$ cat src/rtl/imem_arbiter_pkg.sv
// Shared types and constants for the instruction-memory arbiter and its region decoder.
package imem_arb_pkg;
    typedef enum logic [1:0] {IDLE, WAIT, RESP} state_t;

    localparam logic [11:0] REGION_BOOT  = 12'h9fc;
    localparam logic [11:0] REGION_KSEG0 = 12'h800;

    localparam logic OWN_IF = 1'b0;
    localparam logic OWN_D  = 1'b1;

    typedef struct packed {
        logic [31:0] addr;
        logic        we;
        logic [3:0]  wstrb;
        logic [31:0] wdata;
    } mem_cmd_t;
endpackage

$ cat src/rtl/imem_arbiter_if.sv
// Fetch port, data port and memory-side bus of the instruction-memory arbiter.
interface imem_arbiter_if;
    logic        if_req_valid, if_req_ready;
    logic [31:0] if_req_addr;
    logic        if_rsp_valid, if_rsp_err;
    logic [31:0] if_rsp_data;

    logic        d_req_valid, d_req_ready, d_req_we;
    logic [31:0] d_req_addr, d_req_wdata;
    logic [3:0]  d_req_wstrb;
    logic        d_rsp_valid, d_rsp_err;
    logic [31:0] d_rsp_data;

    logic        mem_req, mem_we, mem_rvalid;
    logic [31:0] mem_addr, mem_wdata, mem_rdata;
    logic [3:0]  mem_wstrb;

    // master: the arbiter itself
    modport master (
        input  if_req_valid, if_req_addr,
        input  d_req_valid, d_req_addr, d_req_we, d_req_wstrb, d_req_wdata,
        input  mem_rvalid, mem_rdata,
        output if_req_ready, if_rsp_valid, if_rsp_data, if_rsp_err,
        output d_req_ready, d_rsp_valid, d_rsp_data, d_rsp_err,
        output mem_req, mem_addr, mem_we, mem_wstrb, mem_wdata
    );

    modport slave (
        output if_req_valid, if_req_addr,
        output d_req_valid, d_req_addr, d_req_we, d_req_wstrb, d_req_wdata,
        output mem_rvalid, mem_rdata,
        input  if_req_ready, if_rsp_valid, if_rsp_data, if_rsp_err,
        input  d_req_ready, d_rsp_valid, d_rsp_data, d_rsp_err,
        input  mem_req, mem_addr, mem_we, mem_wstrb, mem_wdata
    );
endinterface

$ cat src/rtl/mem_region_dec.sv
// Address decode for the boot and kseg0 instruction-memory regions.
module mem_region_dec
    import imem_arb_pkg::*;
#(
    parameter int NMEM = 256
) (
    input  logic [31:0] addr,
    output logic        hit
);
    logic unused_byte_off;
    assign unused_byte_off = ^addr[1:0];

    assign hit = ((addr[31:20] == REGION_BOOT) || (addr[31:20] == REGION_KSEG0)) &&
                 (32'(addr[19:2]) < 32'(NMEM));
endmodule

$ cat src/rtl/imem_arbiter.sv
// Round-robin arbiter between fetch and data ports in front of a single instruction memory,
// one outstanding transaction, with decode-error and timeout responses.
module imem_arbiter
    import imem_arb_pkg::*;
#(
    parameter int TIMEOUT = 16,
    parameter int NMEM    = 256
) (
    input  logic          clk,
    input  logic          resetn,
    imem_arbiter_if.master bus
);
    state_t   state, nstate;
    logic     last_grant, own_q;
    mem_cmd_t cmd_q, cmd_sel;
    logic [7:0]  cnt;
    logic [31:0] rdata_q;
    logic        err_q;
    logic        sel_d, hs, hit, timeout, rsp;

    // Data wins when it is alone or when fetch was served last.
    assign sel_d   = bus.d_req_valid && (!bus.if_req_valid || last_grant == OWN_IF);
    assign hs      = resetn && (state == IDLE) && (bus.if_req_valid || bus.d_req_valid);
    assign timeout = (cnt == 8'(TIMEOUT - 1));

    assign bus.if_req_ready = hs && !sel_d;
    assign bus.d_req_ready  = hs && sel_d;

    always_comb begin
        cmd_sel = '0;
        if (sel_d) begin
            cmd_sel.addr  = bus.d_req_addr;
            cmd_sel.we    = bus.d_req_we;
            cmd_sel.wstrb = bus.d_req_wstrb;
            cmd_sel.wdata = bus.d_req_wdata;
        end else begin
            cmd_sel.addr  = bus.if_req_addr;
        end
    end

    mem_region_dec #(.NMEM(NMEM)) u_dec (.addr(cmd_sel.addr), .hit(hit));

    always_comb begin
        nstate = state;
        case (state)
            IDLE: if (hs) nstate = hit ? WAIT : RESP;
            WAIT: if (bus.mem_rvalid || timeout) nstate = RESP;
            RESP: nstate = IDLE;
            default: nstate = IDLE;
        endcase
    end

    always_ff @(posedge clk) begin
        if (!resetn) begin
            state      <= IDLE;
            last_grant <= OWN_D;
            own_q      <= OWN_IF;
            cmd_q      <= '0;
            cnt        <= '0;
            rdata_q    <= '0;
            err_q      <= 1'b0;
        end else begin
            state <= nstate;
            case (state)
                IDLE: if (hs) begin
                    last_grant <= sel_d ? OWN_D : OWN_IF;
                    own_q      <= sel_d ? OWN_D : OWN_IF;
                    cmd_q      <= cmd_sel;
                    cnt        <= '0;
                    rdata_q    <= '0;
                    err_q      <= !hit;
                end
                WAIT: begin
                    cnt <= cnt + 8'd1;
                    // completion takes priority over a coincident timeout
                    if (bus.mem_rvalid) begin
                        rdata_q <= cmd_q.we ? 32'h0 : bus.mem_rdata;
                        err_q   <= 1'b0;
                    end else if (timeout) begin
                        rdata_q <= '0;
                        err_q   <= 1'b1;
                    end
                end
                default: ;
            endcase
        end
    end

    assign bus.mem_req   = (state == WAIT);
    assign bus.mem_addr  = cmd_q.addr;
    assign bus.mem_we    = cmd_q.we;
    assign bus.mem_wstrb = cmd_q.wstrb;
    assign bus.mem_wdata = cmd_q.wdata;

    assign rsp              = (state == RESP);
    assign bus.if_rsp_valid = rsp && (own_q == OWN_IF);
    assign bus.d_rsp_valid  = rsp && (own_q == OWN_D);
    assign bus.if_rsp_data  = bus.if_rsp_valid ? rdata_q : 32'h0;
    assign bus.d_rsp_data   = bus.d_rsp_valid  ? rdata_q : 32'h0;
    assign bus.if_rsp_err   = bus.if_rsp_valid && err_q;
    assign bus.d_rsp_err    = bus.d_rsp_valid  && err_q;
endmodule
$ cat src/flat_wrapper.sv
// flat-port wrapper written by rule: the top's interface ports become plain ports
module imem_arbiter_flat import imem_arb_pkg::*;
#(
    parameter int TIMEOUT = 16,
    parameter int NMEM    = 256
)
  (clk, resetn, bus_if_req_valid, bus_if_req_addr, bus_d_req_valid, bus_d_req_addr, bus_d_req_we, bus_d_req_wstrb, bus_d_req_wdata, bus_mem_rvalid, bus_mem_rdata, bus_if_req_ready, bus_if_rsp_valid, bus_if_rsp_data, bus_if_rsp_err, bus_d_req_ready, bus_d_rsp_valid, bus_d_rsp_data, bus_d_rsp_err, bus_mem_req, bus_mem_addr, bus_mem_we, bus_mem_wstrb, bus_mem_wdata);
  imem_arbiter_if bus_i ();
  input  logic clk;
  input  logic resetn;
  input wire logic [$bits(bus_i.if_req_valid)-1:0] bus_if_req_valid;
  input wire logic [$bits(bus_i.if_req_addr)-1:0] bus_if_req_addr;
  input wire logic [$bits(bus_i.d_req_valid)-1:0] bus_d_req_valid;
  input wire logic [$bits(bus_i.d_req_addr)-1:0] bus_d_req_addr;
  input wire logic [$bits(bus_i.d_req_we)-1:0] bus_d_req_we;
  input wire logic [$bits(bus_i.d_req_wstrb)-1:0] bus_d_req_wstrb;
  input wire logic [$bits(bus_i.d_req_wdata)-1:0] bus_d_req_wdata;
  input wire logic [$bits(bus_i.mem_rvalid)-1:0] bus_mem_rvalid;
  input wire logic [$bits(bus_i.mem_rdata)-1:0] bus_mem_rdata;
  output wire logic [$bits(bus_i.if_req_ready)-1:0] bus_if_req_ready;
  output wire logic [$bits(bus_i.if_rsp_valid)-1:0] bus_if_rsp_valid;
  output wire logic [$bits(bus_i.if_rsp_data)-1:0] bus_if_rsp_data;
  output wire logic [$bits(bus_i.if_rsp_err)-1:0] bus_if_rsp_err;
  output wire logic [$bits(bus_i.d_req_ready)-1:0] bus_d_req_ready;
  output wire logic [$bits(bus_i.d_rsp_valid)-1:0] bus_d_rsp_valid;
  output wire logic [$bits(bus_i.d_rsp_data)-1:0] bus_d_rsp_data;
  output wire logic [$bits(bus_i.d_rsp_err)-1:0] bus_d_rsp_err;
  output wire logic [$bits(bus_i.mem_req)-1:0] bus_mem_req;
  output wire logic [$bits(bus_i.mem_addr)-1:0] bus_mem_addr;
  output wire logic [$bits(bus_i.mem_we)-1:0] bus_mem_we;
  output wire logic [$bits(bus_i.mem_wstrb)-1:0] bus_mem_wstrb;
  output wire logic [$bits(bus_i.mem_wdata)-1:0] bus_mem_wdata;
  assign bus_i.if_req_valid = bus_if_req_valid;
  assign bus_i.if_req_addr = bus_if_req_addr;
  assign bus_i.d_req_valid = bus_d_req_valid;
  assign bus_i.d_req_addr = bus_d_req_addr;
  assign bus_i.d_req_we = bus_d_req_we;
  assign bus_i.d_req_wstrb = bus_d_req_wstrb;
  assign bus_i.d_req_wdata = bus_d_req_wdata;
  assign bus_i.mem_rvalid = bus_mem_rvalid;
  assign bus_i.mem_rdata = bus_mem_rdata;
  assign bus_if_req_ready = bus_i.if_req_ready;
  assign bus_if_rsp_valid = bus_i.if_rsp_valid;
  assign bus_if_rsp_data = bus_i.if_rsp_data;
  assign bus_if_rsp_err = bus_i.if_rsp_err;
  assign bus_d_req_ready = bus_i.d_req_ready;
  assign bus_d_rsp_valid = bus_i.d_rsp_valid;
  assign bus_d_rsp_data = bus_i.d_rsp_data;
  assign bus_d_rsp_err = bus_i.d_rsp_err;
  assign bus_mem_req = bus_i.mem_req;
  assign bus_mem_addr = bus_i.mem_addr;
  assign bus_mem_we = bus_i.mem_we;
  assign bus_mem_wstrb = bus_i.mem_wstrb;
  assign bus_mem_wdata = bus_i.mem_wdata;
  imem_arbiter #(.TIMEOUT(TIMEOUT), .NMEM(NMEM)) u_core (.clk(clk), .resetn(resetn), .bus(bus_i));
endmodule
$ cat config.mk
export PLATFORM = sky130hd
export DESIGN_NAME = imem_arbiter_flat
export DESIGN_NICKNAME = d
export VERILOG_FILES = /design/src/rtl/imem_arbiter_pkg.sv /design/src/rtl/imem_arbiter_if.sv /design/src/rtl/mem_region_dec.sv /design/src/rtl/imem_arbiter.sv /design/src/flat_wrapper.sv
export SDC_FILE = /design/constraint.sdc
export NUM_CORES = 1
export LEC_CHECK = 0
export ABC_AREA = 1
export ABC_CLOCK_PERIOD_IN_PS = 4200
export CAP_MARGIN = 10
export CORE_MARGIN = 4
export CORE_UTILIZATION = 43
export CTS_CLUSTER_DIAMETER = 120
export CTS_CLUSTER_SIZE = 8
export DETAILED_ROUTE_END_ITERATION = 16
export GPL_TIMING_DRIVEN = 1
export PLACE_DENSITY = 0.86
export SYNTH_ARGS = -nofsm -noshare
export SYNTH_HDL_FRONTEND = slang
export SYNTH_HIERARCHICAL = 1
export SYNTH_SLANG_ARGS = --single-unit
$ cat constraint.sdc
create_clock -name clk -period 4.2 [get_ports clk]
set_clock_uncertainty 0.15 [all_clocks]
set_input_delay 0.84 -clock clk [delete_from_list [all_inputs] [get_ports clk]]
set_output_delay 0.84 -clock clk [all_outputs]
set_load 0.1 [all_outputs]
* Word-level counts from Yosys, hierarchy flattened
Cells that the tools add are included.
** Storage, ports and cells
- Output and inout port bits :: 140
- Flip-flop bits (word level) :: 114
** Operators by class
- Mux-type cells :: 20
- Equal/unequal tests :: 8
- $add $sub $neg :: 1
- Bitwise operators :: 2
- Magnitude comparators :: 1
- Reductions and logical operators :: 23
** Operators by type and width (number)
- $mux 32 :: 7
- $pmux 32 s2 :: 1
- $mux 37 :: 1
- $eq 12x12->1 const B :: 2
- $lt 18x9->1 const B :: 1
- $pmux 8 s2 :: 1
- $logic_and 1x1->1 :: 10
- $add 8x1->8 const B :: 1
- $eq 8x4->1 const B :: 1
- $mux 8 :: 1
- $mux 2 :: 3
- $reduce_and 2->1 :: 3
- $logic_or 1x1->1 :: 4
- $mux 1 :: 4
- $ne 2x1->1 const B :: 2
- $pmux 2 s2 :: 1
- $logic_not 1->1 :: 3
- $ne 3x2->1 const B :: 1
- $reduce_and 3->1 :: 1
- $eq 2x1->1 const B :: 1
- $eq 2x2->1 const B :: 1
- $logic_not 2->1 :: 1
- $not 1->1 :: 2
- $pmux 1 s2 :: 1
- $reduce_bool 2->1 :: 1

* Longest topological paths before layout
- Word-level depth :: 10
- Depth in mapped cells :: 19
- Gate-level depth less buffers :: 18

* Modules after synthesis
Netlist, hierarchy kept.
** By module, submodules not included
- imem_arbiter :: area each 5257.5 µm², cells each 819, sequential area each 2282.2 µm², instances 1
- mem_region_dec :: area each 130.1 µm², cells each 34, sequential area each 0.0 µm², instances 1

* Least setup slack after synthesis
Ideal clock, no wire load.
- Path type :: reg2out
- Start :: reg u_core.state[1]
- End :: out bus_if_rsp_data[10]
- Cell stages (with the launch flop) :: 6
- Arrival time :: 4.420 ns
- Setup slack :: -1.210 ns
- Buffers on the path :: 1
- Cell sequence :: dfxtp_1 inv_1 nor3_1 inv_1 clkbuf_1 nor2_1
** On the way
- Word-level cells in the longest chain between the ends :: 3
** Ends and longest elaborated chain
- start: declaration :: RTL line imem_arbiter.sv:13 : state_t state, nstate;
- start signal: assignment :: RTL line imem_arbiter.sv:63 : state <= nstate;
- $eq 2x2->1 :: RTL line imem_arbiter.sv:95 : assign rsp = (state == RESP);
- $logic_and 1x1->1 :: RTL line imem_arbiter.sv:96 : assign bus.if_rsp_valid = rsp && (own_q == OWN_IF);
- net bus_if_rsp_valid :: RTL line flat_wrapper.sv:21 : output wire logic [$bits(bus_i.if_rsp_valid)-1:0] bus_if_rsp_valid;
- $mux 32 :: RTL line imem_arbiter.sv:98 : assign bus.if_rsp_data = bus.if_rsp_valid ? rdata_q : 32'h0;
- end: declaration :: RTL line flat_wrapper.sv:22 : output wire logic [$bits(bus_i.if_rsp_data)-1:0] bus_if_rsp_data;
The timed path passes the listed nets, and every way through them passes these cells.

* Final worst setup path
- Start :: in bus_d_req_valid
- End :: out bus_if_req_ready
** On the way
- Word-level cells in the longest chain between the ends :: 3
- Elaborated cells between the ends (all ways) :: 5
- Classes of those cells :: reduce/logical: 5
** Ends and longest elaborated chain
- start: declaration :: RTL line flat_wrapper.sv:13 : input wire logic [$bits(bus_i.d_req_valid)-1:0] bus_d_req_valid;
- $logic_or 1x1->1 or $logic_and 1x1->1 (tied branches) :: RTL line imem_arbiter.sv:23, imem_arbiter.sv:22
- $logic_and 1x1->1 or $logic_not 1->1 (tied branches) :: RTL line imem_arbiter.sv:23, imem_arbiter.sv:26
- $logic_and 1x1->1 (*) :: RTL line imem_arbiter.sv:26 : assign bus.if_req_ready = hs && !sel_d;
- end: declaration :: RTL line flat_wrapper.sv:20 : output wire logic [$bits(bus_i.if_req_ready)-1:0] bus_if_req_ready;
Every way passes the cells marked *; elsewhere a longest branch is shown, timed or not.

==> summary by stage <==
Layout
The area taken by multi-input logic gates is 0.00264 mm². Once layout is complete, the utilization of the core stands at 71.0%. Relative to the synthesized area, the layout overhead comes to 60.2%.

The sequential cells in the finished layout cover a total of 0.00228 mm². With fillers left out, the area of the finished cells amounts to 0.00863 mm². The filler cells instantiated in the layout total 1018. Cells with a size suffix above 1 make up 11.5% of the layout.

The net count reported at finish is 1244.

Synth
The leading register cell type out of synthesis is sky130_fd_sc_hd__dfxtp_1. The synthesized design devotes to its leading area cell type 42.4% of total area. By area the synthesized netlist is led by sky130_fd_sc_hd__dfxtp_1 (42%), sky130_fd_sc_hd__nand2_1 (25%), sky130_fd_sc_hd__nor2_1 (8.8%).

The synthesized netlist devotes 6.11% of its cell area to compound gates. The netlist uses 24 different library cells. The synthesized design spends more area on one cell type than any other, namely sky130_fd_sc_hd__dfxtp_1.

The commonest cells after synthesis are sky130_fd_sc_hd__nand2_1 (359), sky130_fd_sc_hd__nor2_1 (127), sky130_fd_sc_hd__dfxtp_1 (114), sky130_fd_sc_hd__nand3_1 (68), sky130_fd_sc_hd__a21oi_1 (58). Of the total synthesized cell area, the portion taken by XOR and XNOR cells is 0%. The yosys synthesis warning count is 6. The count of flip-flops with a built-in enable after synthesis is 0. Summing the sequential cell areas from Yosys gives 42.4% of the chip area.

The cell count after synthesis is 853. Yosys instantiated no cell more often than sky130_fd_sc_hd__nand2_1. The post-synthesis adder-cell area fraction is 0.232%. The post-synthesis share of cell area spent on and, or, nand and nor gates is 42.1%. Counting every net in the synthesized netlist gives 992.

The netlist area before placement is 0.00539 mm². The portion of synthesized area spent on multiplexers is 0%. Counting flops and latches in the post-synthesis netlist gives 114.

By area, the combinational part of the netlist is dominated by simple AND/OR/NAND/NOR gates. After synthesis, the share of flip-flops with an asynchronous set or reset is 0%. A synthesized cell averages 6.32 µm².

Place
The number of buffer cells added on primary ports is 277. Routability-driven placement finished with a final weighted congestion of 0.842. Detailed placement finished with a half-perimeter wire length of 12800 µm. Summing all placed instances gives a cell area of 0.00803 mm².

Setup path
Data arrives at the worst endpoint at 2340 ps. The master of the slowest instance on the critical path is sky130_fd_sc_hd__clkdlybuf4s50_1. For this run, the slowest stage of the critical path takes 480 ps. The element type at the critical path start is a primary input. The worst setup path is captured at a primary output. Walking the worst path, the cells encountered are clkdlybuf4s50_1 > inv_1 > nand2_1 > nand3_4 > nor2_1 > buf_12. The worst register-to-register path has a setup slack of 1670 ps. The largest fanout on the critical path is 29. The critical path in this run is classified as in2out. Data on the critical path is required at its endpoint by 3210 ps.

Timing
Timing would allow up to 300 MHz. The number of setup violations in the final report is 0. Summed over all failing endpoints, the final setup total negative slack is 0 ps. Hold timing on the final database bottoms out at a slack of 294 ps.

Setup repair after global routing left no endpoint under its margin. The post-route clock period utilization is 79.4%. The final hold violation count is 0. The final max-slew violation count is 0.

The post-layout minimum cycle time is 3330 ps. The actual slew at the worst max-slew pin is 1050 ps. The relative max-transition margin is 29.4%.

Routing
The number of remaining DRC errors is 0. The routed design has 17800 µm of wire. For this run, the detailed router's first-pass iteration total came to 6. The detailed router finished its first iteration with 437 violations. In this run the remaining antenna-violating nets after routing total 0.

The detail-routed net length per standard cell is 13.8 µm. The mean number of vias per cell is 4.76. The final route contains 6126 vias.

Floorplanning
The initial utilization of the core area, before any placement, comes to 44.3%. The die is 120 µm tall. The I/O pin count is 278. The area of the die is 0.0144 mm². The horizontal extent of the die is 120 µm.

The floorplan row count is 40. The total core area is 0.0122 mm².

Clock tree
The buffers inserted during post-CTS setup optimization is 0. The clock tree from TritonCTS is yes. No sink is reached through more buffers than the 2 on the longest clock path. The tree built by TritonCTS fans out to 114 sinks. Clock-pin slew was measured on the worst setup and hold paths at 60 ps. Once the clock tree was built, the resizer swapped 0 gates to a different size.

The CTS H-tree depth is 4. The cell at the root of the clock tree is sky130_fd_sc_hd__clkbuf_16. The number of hold buffers added after cts is 0. The clock reaches the later pin of the worst-skew pair after 410 ps.

Buffers inserted during clock tree synthesis total 17.

Pwr
The worst IR drop on VDD is 0.000236 V. The leakage power of the design is 3.90 nW. The power after layout is 3.54 mW. The power per standard cell area is 410 mW/mm².

Status
The flow ran to the end, and the final reports show no timing, DRC or antenna violations.

Global route
The pin count of the biggest net entering global routing is 74. The global-route wire length before repair is 27500 µm. Global routing used 23.8% of the available tracks across all layers.

After global routing the overflow that remains totals 0. The number of antenna violations at the first check in global routing is 1. The number of global-route vias before repair was 5696.

Min path
The class of the tightest hold or removal check is reg2reg.

Job
The number of maximum-capacitance violations is 0.
[worst max-delay path, delay by kind of cell]
kind	cells	cell delay, ps
buffers and inverters	3	730
and+or+nand+nor	3	750
[where the power goes]
part,internal [mW],leakage (nW),switching (mW),total [mW]
logic,0.276,2.67,0.623,0.899
registers,1.15,0.935,0.0364,1.19
clock network,0.891,0.296,0.557,1.45
[placed cells by master (no fill, tap or decap), types with 2 or more instances in the layout]
master and n:
sky130_fd_sc_hd__a21oi_1 58, sky130_fd_sc_hd__buf_12 2, sky130_fd_sc_hd__buf_4 76, sky130_fd_sc_hd__bufinv_16 2, sky130_fd_sc_hd__clkbuf_16 17, sky130_fd_sc_hd__clkdlybuf4s50_1 207, sky130_fd_sc_hd__clkinv_4 5, sky130_fd_sc_hd__dfxtp_1 114
sky130_fd_sc_hd__inv_1 54, sky130_fd_sc_hd__inv_6 6, sky130_fd_sc_hd__nand2_1 359, sky130_fd_sc_hd__nand3_1 68, sky130_fd_sc_hd__nor2_1 121, sky130_fd_sc_hd__nor2_2 9, sky130_fd_sc_hd__nor3_1 2, sky130_fd_sc_hd__nor3_2 2
sky130_fd_sc_hd__o21ai_0 3
[registers in the layout, indices dropped and copies added (netlist names)]
register	count
u_core/bus.mem_wstrb	4
u_core/cnt	8
u_core/last_grant	1
u_core/err_q	1
u_core/state	2
u_core/bus.mem_wdata	32
u_core/bus.mem_we	1
u_core/rdata_q	32
u_core/own_q	1
u_core/bus.mem_addr	32
[final timing paths]
check | cells past startpoint | from | to
worst min register to register | 2 | u_core/bus.mem_addr[2] | u_core/bus.mem_addr[2]
worst max-delay path | 6 | bus_d_req_valid | bus_if_req_ready
worst min-delay path | 2 | u_core/bus.mem_addr[2] | u_core/bus.mem_addr[2]
worst max register to register | 7 | u_core/cnt[0] | u_core/rdata_q[21]
[cells by family after synthesis]
logic type | after synthesis
AND/OR/NAND/NOR | 566
flip-flops | 114
buffers and inverters | 108
AO/OA/AOI/OAI | 64
adder cells (fa/ha/maj) | 1
[metrics by stage]
stage,setup WS (ps),instances
detailed placement,757,1254
global placement,802,1254
CTS,861,1286
global route,788,1287
floorplan,-234,853
finish,866,1287
[routing by layer]
| layer | track usage (%) | share of wire, % |
|---|---|---|
| met1 | 25.6 | 39 |
| met2 | 41.6 | 49 |
| met3 | 10.7 | 9.9 |
| met4 | 7.59 | 1.8 |
| met5 | 0 | 0 |
[layout make-up]
cell class / count / share of cell area, %
Multi-Input combinational cell: 631 / 30.6
Inverter: 55 / 2.39
Timing Repair Buffer: 286 / 31.1
Clock buffer: 17 / 4.93
Antenna cell: 1 / 0.0290
Clock inverter: 15 / 2.00
Tap cell: 168 / 2.44
Sequential cell: 114 / 26.4
Power figures use the tool's default switching activity.
